## config.mk

```make
export PLATFORM = sky130hd
export DESIGN_NAME = ram_seq_ctrl
export DESIGN_NICKNAME = d
export VERILOG_FILES = /design/src/rtl/ram_seq_ctrl.sv
export SDC_FILE = /design/constraint.sdc
export NUM_CORES = 1
export LEC_CHECK = 0
export CAP_MARGIN = 30
export CORE_UTILIZATION = 46
export DETAILED_ROUTE_END_ITERATION = 16
export PLACE_DENSITY = 0.81
export SYNTH_ARGS = -nofsm -noshare
export SYNTH_HDL_FRONTEND = slang
export SYNTH_SLANG_ARGS = --single-unit
```

## constraint.sdc

```tcl
create_clock -name clk -period 3 [get_ports clk]
set_input_delay 0.3 -clock clk [delete_from_list [all_inputs] [get_ports clk]]
set_output_delay 0.3 -clock clk [all_outputs]
set_load 0.05 [all_outputs]
```

## src/rtl/ram_seq_ctrl.sv

```systemverilog
// Command sequencer driving a single-port 64-word RAM: fill, dwell scan, single write, single read.
// All RAM-side outputs are registered; a command completes with a one-cycle done pulse unless aborted.
module ram_seq_ctrl #(
    parameter int unsigned DWELL = 4,
    parameter logic [31:0] SEED  = 32'h0000_0000
) (
    input  logic        clk,
    input  logic        rst_n,
    input  logic        start,
    input  logic [1:0]  cmd,
    input  logic        abort,
    input  logic [5:0]  addr_in,
    input  logic [31:0] data_in,
    output logic [5:0]  Mem_Addr,
    output logic        Mem_Write,
    output logic        Mem_Read,
    output logic [31:0] M_W_Data,
    output logic        busy,
    output logic        done
);

    typedef enum logic [2:0] {
        S_IDLE,
        S_FILL,
        S_SCAN,
        S_SWR,
        S_SRD,
        S_DONE
    } state_t;

    localparam logic [15:0] DWELL_M1 = 16'(DWELL - 1);
    localparam logic [5:0]  LAST_ADDR = 6'd63;

    state_t      state, state_nxt;
    logic [5:0]  addr_nxt;
    logic        wr_nxt, rd_nxt, busy_nxt, done_nxt;
    logic [31:0] data_nxt;
    logic [15:0] dwell_cnt, dwell_nxt;

    always_ff @(posedge clk or negedge rst_n) begin
        if (!rst_n) begin
            state     <= S_IDLE;
            Mem_Addr  <= '0;
            Mem_Write <= 1'b0;
            Mem_Read  <= 1'b0;
            M_W_Data  <= '0;
            busy      <= 1'b0;
            done      <= 1'b0;
            dwell_cnt <= '0;
        end else begin
            state     <= state_nxt;
            Mem_Addr  <= addr_nxt;
            Mem_Write <= wr_nxt;
            Mem_Read  <= rd_nxt;
            M_W_Data  <= data_nxt;
            busy      <= busy_nxt;
            done      <= done_nxt;
            dwell_cnt <= dwell_nxt;
        end
    end

    // Next-cycle values of every registered output; strobes default low so
    // any path that does not explicitly continue a command drops them.
    always_comb begin
        state_nxt = state;
        addr_nxt  = Mem_Addr;
        wr_nxt    = 1'b0;
        rd_nxt    = 1'b0;
        data_nxt  = M_W_Data;
        busy_nxt  = 1'b0;
        done_nxt  = 1'b0;
        dwell_nxt = dwell_cnt;
        case (state)
            S_IDLE: begin
                if (start) begin
                    busy_nxt = 1'b1;
                    case (cmd)
                        2'b00: begin
                            state_nxt = S_FILL;
                            addr_nxt  = '0;
                            wr_nxt    = 1'b1;
                            data_nxt  = SEED;
                        end
                        2'b01: begin
                            state_nxt = S_SCAN;
                            addr_nxt  = '0;
                            rd_nxt    = 1'b1;
                            dwell_nxt = DWELL_M1;
                        end
                        2'b10: begin
                            state_nxt = S_SWR;
                            addr_nxt  = addr_in;
                            wr_nxt    = 1'b1;
                            data_nxt  = data_in;
                        end
                        default: begin
                            state_nxt = S_SRD;
                            addr_nxt  = addr_in;
                            rd_nxt    = 1'b1;
                            dwell_nxt = DWELL_M1;
                        end
                    endcase
                end
            end
            S_FILL: begin
                if (abort) begin
                    state_nxt = S_IDLE;
                end else if (Mem_Addr == LAST_ADDR) begin
                    state_nxt = S_DONE;
                    done_nxt  = 1'b1;
                end else begin
                    addr_nxt = Mem_Addr + 6'd1;
                    wr_nxt   = 1'b1;
                    data_nxt = SEED + {26'd0, addr_nxt};
                    busy_nxt = 1'b1;
                end
            end
            S_SCAN: begin
                if (abort) begin
                    state_nxt = S_IDLE;
                end else if (dwell_cnt == 16'd0 && Mem_Addr == LAST_ADDR) begin
                    state_nxt = S_DONE;
                    done_nxt  = 1'b1;
                end else begin
                    rd_nxt   = 1'b1;
                    busy_nxt = 1'b1;
                    if (dwell_cnt == 16'd0) begin
                        addr_nxt  = Mem_Addr + 6'd1;
                        dwell_nxt = DWELL_M1;
                    end else begin
                        dwell_nxt = dwell_cnt - 16'd1;
                    end
                end
            end
            S_SWR: begin
                state_nxt = S_IDLE;
                if (!abort) begin
                    state_nxt = S_DONE;
                    done_nxt  = 1'b1;
                end
            end
            S_SRD: begin
                if (abort) begin
                    state_nxt = S_IDLE;
                end else if (dwell_cnt == 16'd0) begin
                    state_nxt = S_DONE;
                    done_nxt  = 1'b1;
                end else begin
                    rd_nxt    = 1'b1;
                    busy_nxt  = 1'b1;
                    dwell_nxt = dwell_cnt - 16'd1;
                end
            end
            default: begin
                state_nxt = S_IDLE;
            end
        endcase
    end

endmodule
```

# Word-level counts from Yosys, hierarchy flattened
# Cells that the tools add are included.
# classes
addsub,2
eq_ne,20
n_mux,53
n_reduce_logical,13
# op_table
op,count
32-bit one-hot mux with 2 select lines,2
16-bit 2-to-1 mux,7
32-bit 2-to-1 mux,3
16-bit one-hot mux with 3 select lines,1
6-bit 2-to-1 mux,7
3-bit 2-to-1 mux,8
1-bit 2-to-1 mux,18
"2-bit != test, second input constant",9
6-bit one-hot mux with 3 select lines,1
16-bit logical NOT,1
"16-bit by 1-bit subtractor with 16-bit output, second input constant",1
3-bit one-hot mux with 5 select lines,1
7-bit AND reduction,2
"3-bit != test, second input constant",3
3-bit one-hot mux with 3 select lines,1
1-bit one-hot mux with 4 select lines,2
"6-bit by 1-bit adder with 6-bit output, second input constant",1
"3-bit by 2-bit == test with 1-bit output, second input constant",2
"6-bit == test, second input constant",1
3-bit nonzero test,2
5-bit AND reduction,1
4-bit AND reduction,1
2-bit OR reduction,2
"3-bit by 1-bit == test with 1-bit output, second input constant",1
other kinds (10),10
# totals
reg_bits,61
output_inout_bits,42

# Logic depth before layout (Yosys ltp)
# Gate-level depths: netlist of run 1.
# logic_depth
word_depth,5
mapped_depth,9

# Worst setup path after synthesis of run 1
# No wires, ideal clock.
# synth_timing
path_type,register to register
startpoint,register Mem_Addr[0]
endpoint,register busy
setup_time_ns,0.118
arrival_time_ns,2.229
required_time_ns,2.882
setup_slack_ns,0.653
path_stages_with_launch,7
path_buffers,1
path_cell_list,dfrtp_1 ha_1 clkbuf_1 nand3_1 o32a_2 a211o_1 a21o_1
# synth_between
elab_chain_cells,5
word_cells_on_any_way,7
# synth_lines
element,line,source
start: declaration,14,"output logic [5:0] Mem_Addr,"
start signal: assignment,52,Mem_Addr <= addr_nxt;
6-bit == test (*),"108, 121",
1-bit logical AND,121,end else if (dwell_cnt == 16'd0 && Mem_Addr == LAST_ADDR) begin
1-bit 2-to-1 mux,121,
1-bit 2-to-1 mux,119,if (abort) begin
1-bit one-hot mux with 4 select lines (*),73,case (state)
named net busy_nxt,36,"logic wr_nxt, rd_nxt, busy_nxt, done_nxt;"
end signal: assignment,56,busy <= busy_nxt;
end: declaration,18,"output logic busy,"
# Mark *: on every way through the listed nets, which the timed path passes. The rest lies on a longest branch.
# A chain may end at the register's enable or synchronous reset.

# Worst setup path in the final report of run 1
# layout_timing
startpoint,input port cmd[0]
endpoint,register dwell_cnt[7]
# layout_between
elab_chain_cells,4
word_cells_on_any_way,5
# layout_lines
element,line,source
start: declaration,10,"input logic [1:0] cmd,"
2-bit == test / 2-bit logical NOT (equally long branches),77,case (cmd)
2-bit OR reduction (no line) (*),n/a,
2-bit != test (no line) (*),n/a,
7-bit AND reduction (no line) (*),n/a,
end signal: assignment,58,dwell_cnt <= dwell_nxt;
end: declaration,38,"logic [15:0] dwell_cnt, dwell_nxt;"
# Every way passes the cells marked *; elsewhere a longest branch is shown, timed or not.

==> impl_metrics.ini, run 1 <==
[run_status]
status = completed

[setup_path]
worstPathRequired_ns = 3.27
slowest_stage = clkdlybuf4s50_1
slowest_delay_ns = 0.48
setup.worst_path.end_class = flip-flop
cp-start-kind = primary input
path_cells = clkdlybuf4s50_1, inv_1, ha_1, nor4b_1, o311a_1, o2111ai_1, buf_4, or4_1, a21oi_1
crit_buf_inv = 3
crit_type = primary input to flip-flop
cp.arrival_ns = 2.74
path_max_fanout = 11
crit_family = buffers and inverters

[drt]
drt-vias-per-instance = 5.708
wire_per_inst_um = 16.10
firstDrtPassIters = 6
ant_nets = 0
vias = 2968
wirelength_um = 8374
remaining_drc_errors = 0
drt_iter0_markers = 185

[hold_path]
hp-class = primary input to async pin

[sta]
max_slew.worst_pin.slew_ns = 0.7954
final-setup-viol-count = 0
hold_slack_ns = 0.1110
hold_violations = 0
min_period_ns = 2.470
fmax_mhz = 404.8
rsz0062_at_grt = no
fin_worst_skew_ns = 0.008554
final.setup.tns_ns = 0
timing.max_slew.rel_slack_pct = 46.97
fin_crit_sh_pct = 82.34
slew_violations = 0

[layout]
areaGrowthSynthToFinish_pct = 36.56
finalNetCount = 489
layout-drive-gt1-share_pct = 10.16
final_util_pct = 66.85
n_antenna_cell = 0
finish.instance_area_sq_mm = 0.004342

[grt]
antenna_found_initial = 0
track_usage_pct = 24.84
grt_max_degree = 65
grt_pass1_vias = 2851
grt-ovfl-total = 0
grt_pass1_wl_um = 13960

[power_and_ir_drop]
vdd_drop_max_mv = 0.5399
p_leak_uw = 0.001829
powerDensity_mw_per_mm2 = 1101

[synth]
async_reset_ff_share_pct = 100.0
ys.flop_type = dfrtp_1
syn_area_per_cell_sq_um = 9.007
synth_fp_nets = 404
syn_area_sq_mm = 0.003179
yosys_warnings = 0
synth_cell_types = 57
synth_seq_area_share_pct = 48.01
synth_edf_count = 0
synth_seq_cells = 61
synth_cells = 353
synth.top_cell.area_share_pct = 48.01
synth_area_leaders = dfrtp_1 (48%), nand2_1 (7.8%), o21ai_0 (6.9%), a21oi_1 (4.4%), nor2_1 (2.8%)
yosys.area.top_type = dfrtp_1

[cts]
clkSinkCount = 61
cts-resized-gates = 0
cts-hold-fix-buffers = 0
postCtsSetupBuffers = 0
root_buffer = clkbuf_8
cts-buffers-inserted = 9
path_clk_slew_ns = 0.07
h-tree-depth = 3
clockBufferDepth = 2
cts_tree = built
clock_latency_ns = 0.35

[floorplan]
die_w_um = 85.14
die_h_um = 85.14
rows = 29
start_util_pct = 48.95
coreArea_sq_mm = 0.006495
io_pins = 86
die-area_sq_mm = 0.007248

[flow_run]
drv_cap = 0

[placement]
place.gp.congestion = 0.9172
port_buffers = 85
dpl_cell_area_sq_mm = 0.004128
place_hpwl_um = 5903
==> registers in the layout (all words and copies together) (netlist names) <==
signal and count:
Mem_Write 1, dwell_cnt 16, M_W_Data 32, done 1, busy 1, Mem_Addr 6
Mem_Read 1, state 3
==> power by group <==
part / leakage (uW) / switching [uW] / total, uW / internal, uW
clock: 0.000105 / 342 / 805 / 462
combinational: 0.000909 / 1680 / 2590 / 911
sequential: 0.000815 / 275 / 1390 / 1110
total: 0.00183 / 2290 / 4780 / 2490
==> cell usage after synthesis (5+ instances only) <==
cell / n
nand2_1: 66
dfrtp_1: 61
o21ai_0: 44
a21oi_1: 28
nor2_1: 24
clkbuf_1: 14
inv_1: 8
o31ai_1: 8
or3_1: 8
ha_1: 7
buf_2: 5
nand3_1: 5
==> cells by family (layout without fill, tap and decap cells) <==
group,after synthesis,in the layout,share of synthesized area [%]
AO/OA/AOI/OAI,113,113,21.57
XOR/XNOR,5,5,1.378
adder cells (fa/ha/maj),7,7,2.755
buffers and inverters,27,117,3.384
flip-flops,61,61,48.01
multiplexers,3,3,1.062
AND/OR/NAND/NOR,137,137,21.84
==> area by class of cell <==
cell class,count,area (sq um)
Clock inverter,7,90.09
Multi-Input combinational cell,265,1556
Inverter,8,30.03
Timing Repair Buffer,93,918.4
Fill cell,518,2153
Clock buffer,9,123.9
Sequential cell,61,1526
Tap cell,77,96.34
==> through the flow <==
stage	power (uW)	setup slack, ns	instances
2_1_floorplan	3110	0.6527	353
5_1_grt	5062	0.4544	520
3_5_place_dp	3971	0.2207	504
6_report	4780	0.5297	520
3_3_place_gp	3904	0.2971	504
4_1_cts	4788	0.5494	520
==> per-layer routing <==
metal	vias to the layer above	wire length, um	GRT usage, %
li1	1439	-	-
met1	1395	3681	33.27
met2	120	3977	39.15
met3	14	579	6.128
met4	0	135	9.245
met5	-	0	0
==> worst paths after layout <==
| check | startpoint | endpoint | slack (ns) | cells past startpoint |
|---|---|---|---|---|
| hold reg to reg | M_W_Data[11] | M_W_Data[11] | 0.48 | 2 |
| hold / removal | rst_n | M_W_Data[10] | 0.11 | 2 |
| max in group asynchronous | rst_n | dwell_cnt[8] | 2.36 | 2 |
| min in group clk | M_W_Data[11] | M_W_Data[11] | 0.48 | 2 |
| setup / recovery | cmd[0] | dwell_cnt[7] | 0.53 | 9 |
| setup reg to reg | state[2] | dwell_cnt[7] | 0.69 | 6 |
==> cells in the final DEF (no fill, tap or decap), types with 5 or more instances in the layout <==
| cell type | count |
|---|---|
| o21ai_0 | 44 |
| nand2_1 | 66 |
| buf_4 | 7 |
| nand3_1 | 5 |
| o31ai_1 | 8 |
| or3_1 | 8 |
| clkdlybuf4s50_1 | 84 |
| nor2_1 | 24 |
| clkbuf_8 | 9 |
| inv_1 | 8 |
| a21oi_1 | 28 |
| dfrtp_1 | 61 |
| ha_1 | 7 |
==> worst reg2reg max path, stage by stage, from the launching register on <==
cell and delay, ns:
dfrtp_1 0.54, nor4b_1 0.38, o311a_1 0.27, o2111ai_1 0.23
buf_4 0.23, or4_1 0.41, a21oi_1 0.18
No activity file was read; power rests on OpenSTA's default activity.
==> run 2: changes to the inputs <==
- clock period: 3 -> 2.5 ns (I/O delays scaled with it)
==> run 2 against run 1 <==
Combinational power is 24% higher. Hold slack worse by 0.033 ns. Global-route usage down 1.1 points. Core utilization grew 2.6 points. Sequential share of layout area shrank 1.3 points. Critical path type unchanged. Largest cell class unchanged.
==> impl_metrics.ini, run 2 (same netlist as run 1, synthesis figures left out) <==
[power_and_ir_drop]
intPower_uw = 3053
seqPwrFrac_pct = 28.4
power_frac_comb_pct = 55.2
vdd_drop_max_mv = 0.6686
netSwitchingPower_uw = 2749
p_leak_uw = 0.001924
clkPwrFrac_pct = 16.5
powerDensity_mw_per_mm2 = 1286
switching_share_pct = 47.38
total_power_uw = 5803

[layout]
final_util_pct = 69.45
largest_register = M_W_Data
largest_register_ffs = 32
layout_common_cells = clkdlybuf4s50_1 (84), nand2_1 (66), dfrtp_1 (61)
areaGrowthSynthToFinish_pct = 41.87
finalNonFillerCells = 539
n_antenna_cell = 0
layout-drive-gt1-share_pct = 14.07
largestRegisters = M_W_Data x32, dwell_cnt x16, Mem_Addr x6
final_common_cell = clkdlybuf4s50_1
finalNetCount = 508

[grt]
grt_pass1_vias = 2792
antenna_found_initial = 0
track_usage_pct = 23.78
grt_max_degree = 65
grt-ovfl-total = 0
grt_pass1_wl_um = 13560

[drt]
drt_iter0_markers = 157
vias = 3072
wire_per_inst_um = 15.71
remaining_drc_errors = 0
wirelength_um = 8466
drt-vias-per-instance = 5.699
ant_nets = 0
firstDrtPassIters = 6

[setup_path]
setup.worst_path.end_class = flip-flop
path_cells = clkdlybuf4s50_1, inv_1, ha_1, nor4b_1, o311a_1, o211ai_1, buf_4, or4_4, a21oi_2
crit_buf_inv = 3
crit_type = primary input to flip-flop
cp-start-kind = primary input
crit_family = simple AND/OR/NAND/NOR gates
slowest_delay_ns = 0.48
path_max_fanout = 5
slowest_stage = clkdlybuf4s50_1
worstPathRequired_ns = 2.77
cp.arrival_ns = 2.63

[cts]
root_buffer = clkbuf_8
cts-buffers-inserted = 9
clkSinkCount = 61
path_clk_slew_ns = 0.07
cts-hold-fix-buffers = 0
clock_latency_ns = 0.33
cts_tree = built
h-tree-depth = 3
clockBufferDepth = 2

[hold_path]
hp-class = primary input to async pin

[floorplan]
die_h_um = 85.14
die-area_sq_mm = 0.007248
die_w_um = 85.14
coreArea_sq_mm = 0.006495
io_pins = 86
start_util_pct = 48.95
rows = 29

[sta]
timing.max_slew.rel_slack_pct = 47.82
max_slew.worst_pin.slew_ns = 0.7827
fin_worst_skew_ns = 0.007229
slew_violations = 0
fmax_mhz = 424.5
min_period_ns = 2.356
final-setup-viol-count = 0
fin_crit_sh_pct = 94.23
rsz0062_at_grt = no
hold_violations = 0

[placement]
place_inst = 520
place.gp.congestion = 0.9091
port_buffers = 85
place_hpwl_um = 6017

[run_status]
status = completed

[flow_run]
drv_cap = 0
==> run 2: metrics by stage <==
| step | hold slack (ns) | worst slack, ns | instance area [sq um] | setup TNS [ns] |
|---|---|---|---|---|
| global route | 0.1494 | 0.03906 | 4511 | 0 |
| detailed placement | 0.4620 | -0.1417 | 4268 | -0.9256 |
| CTS | 0.1084 | 0.2056 | 4482 | 0 |
| global placement | 0.4522 | -0.03041 | 4240 | -0.08521 |
| floorplan | -0.04559 | 0.1527 | 3179 | 0 |
| finish | 0.07808 | 0.1442 | 4511 | 0 |
==> run 2: power by group through the flow <==
stage / Clock (uW) / Sequential, uW / Combinational [uW]
4_1_cts: 965 / 1640 / 3180
5_1_grt: 1010 / 1690 / 3410
2_1_floorplan: 0 / 2550 / 1180
3_5_place_dp: 0 / 1660 / 3180
3_3_place_gp: 0 / 1640 / 3110
6_report: 956 / 1650 / 3200
==> run 2: area by class of cell <==
type                            instances  area [sq um]
Tap cell                               77         96.34
Inverter                                8         30.03
Multi-Input combinational cell        265          1563
Fill cell                             468          1984
Timing Repair Buffer                  112          1081
Sequential cell                        61          1526
Clock buffer                            9         123.9
Clock inverter                          7         90.09
==> run 2: final timing paths <==
check,from,endpoint,slack [ns],cells after the start
max,cmd[0],dwell_cnt[14],0.14,9
min,rst_n,M_W_Data[11],0.08,2
max reg2reg,dwell_cnt[0],dwell_cnt[2],0.24,8
min reg2reg,dwell_cnt[0],dwell_cnt[0],0.47,1
max in group asynchronous,rst_n,M_W_Data[30],1.91,2
min in group clk,data_in[19],M_W_Data[19],0.46,3
==> run 2: repair_timing <==
item | CTS | global route
endpoints found under the setup margin | 0 | 5
gates resized for setup | 0 | 1
setup buffers | 0 | 3
==> run 2: layer usage <==
| metal | track usage [%] | wire length, um |
|---|---|---|
| met1 | 32.95 | 3865 |
| met2 | 37.46 | 3842 |
| met3 | 3.891 | 579 |
| met4 | 9.399 | 179 |
| met5 | 0 | 0 |
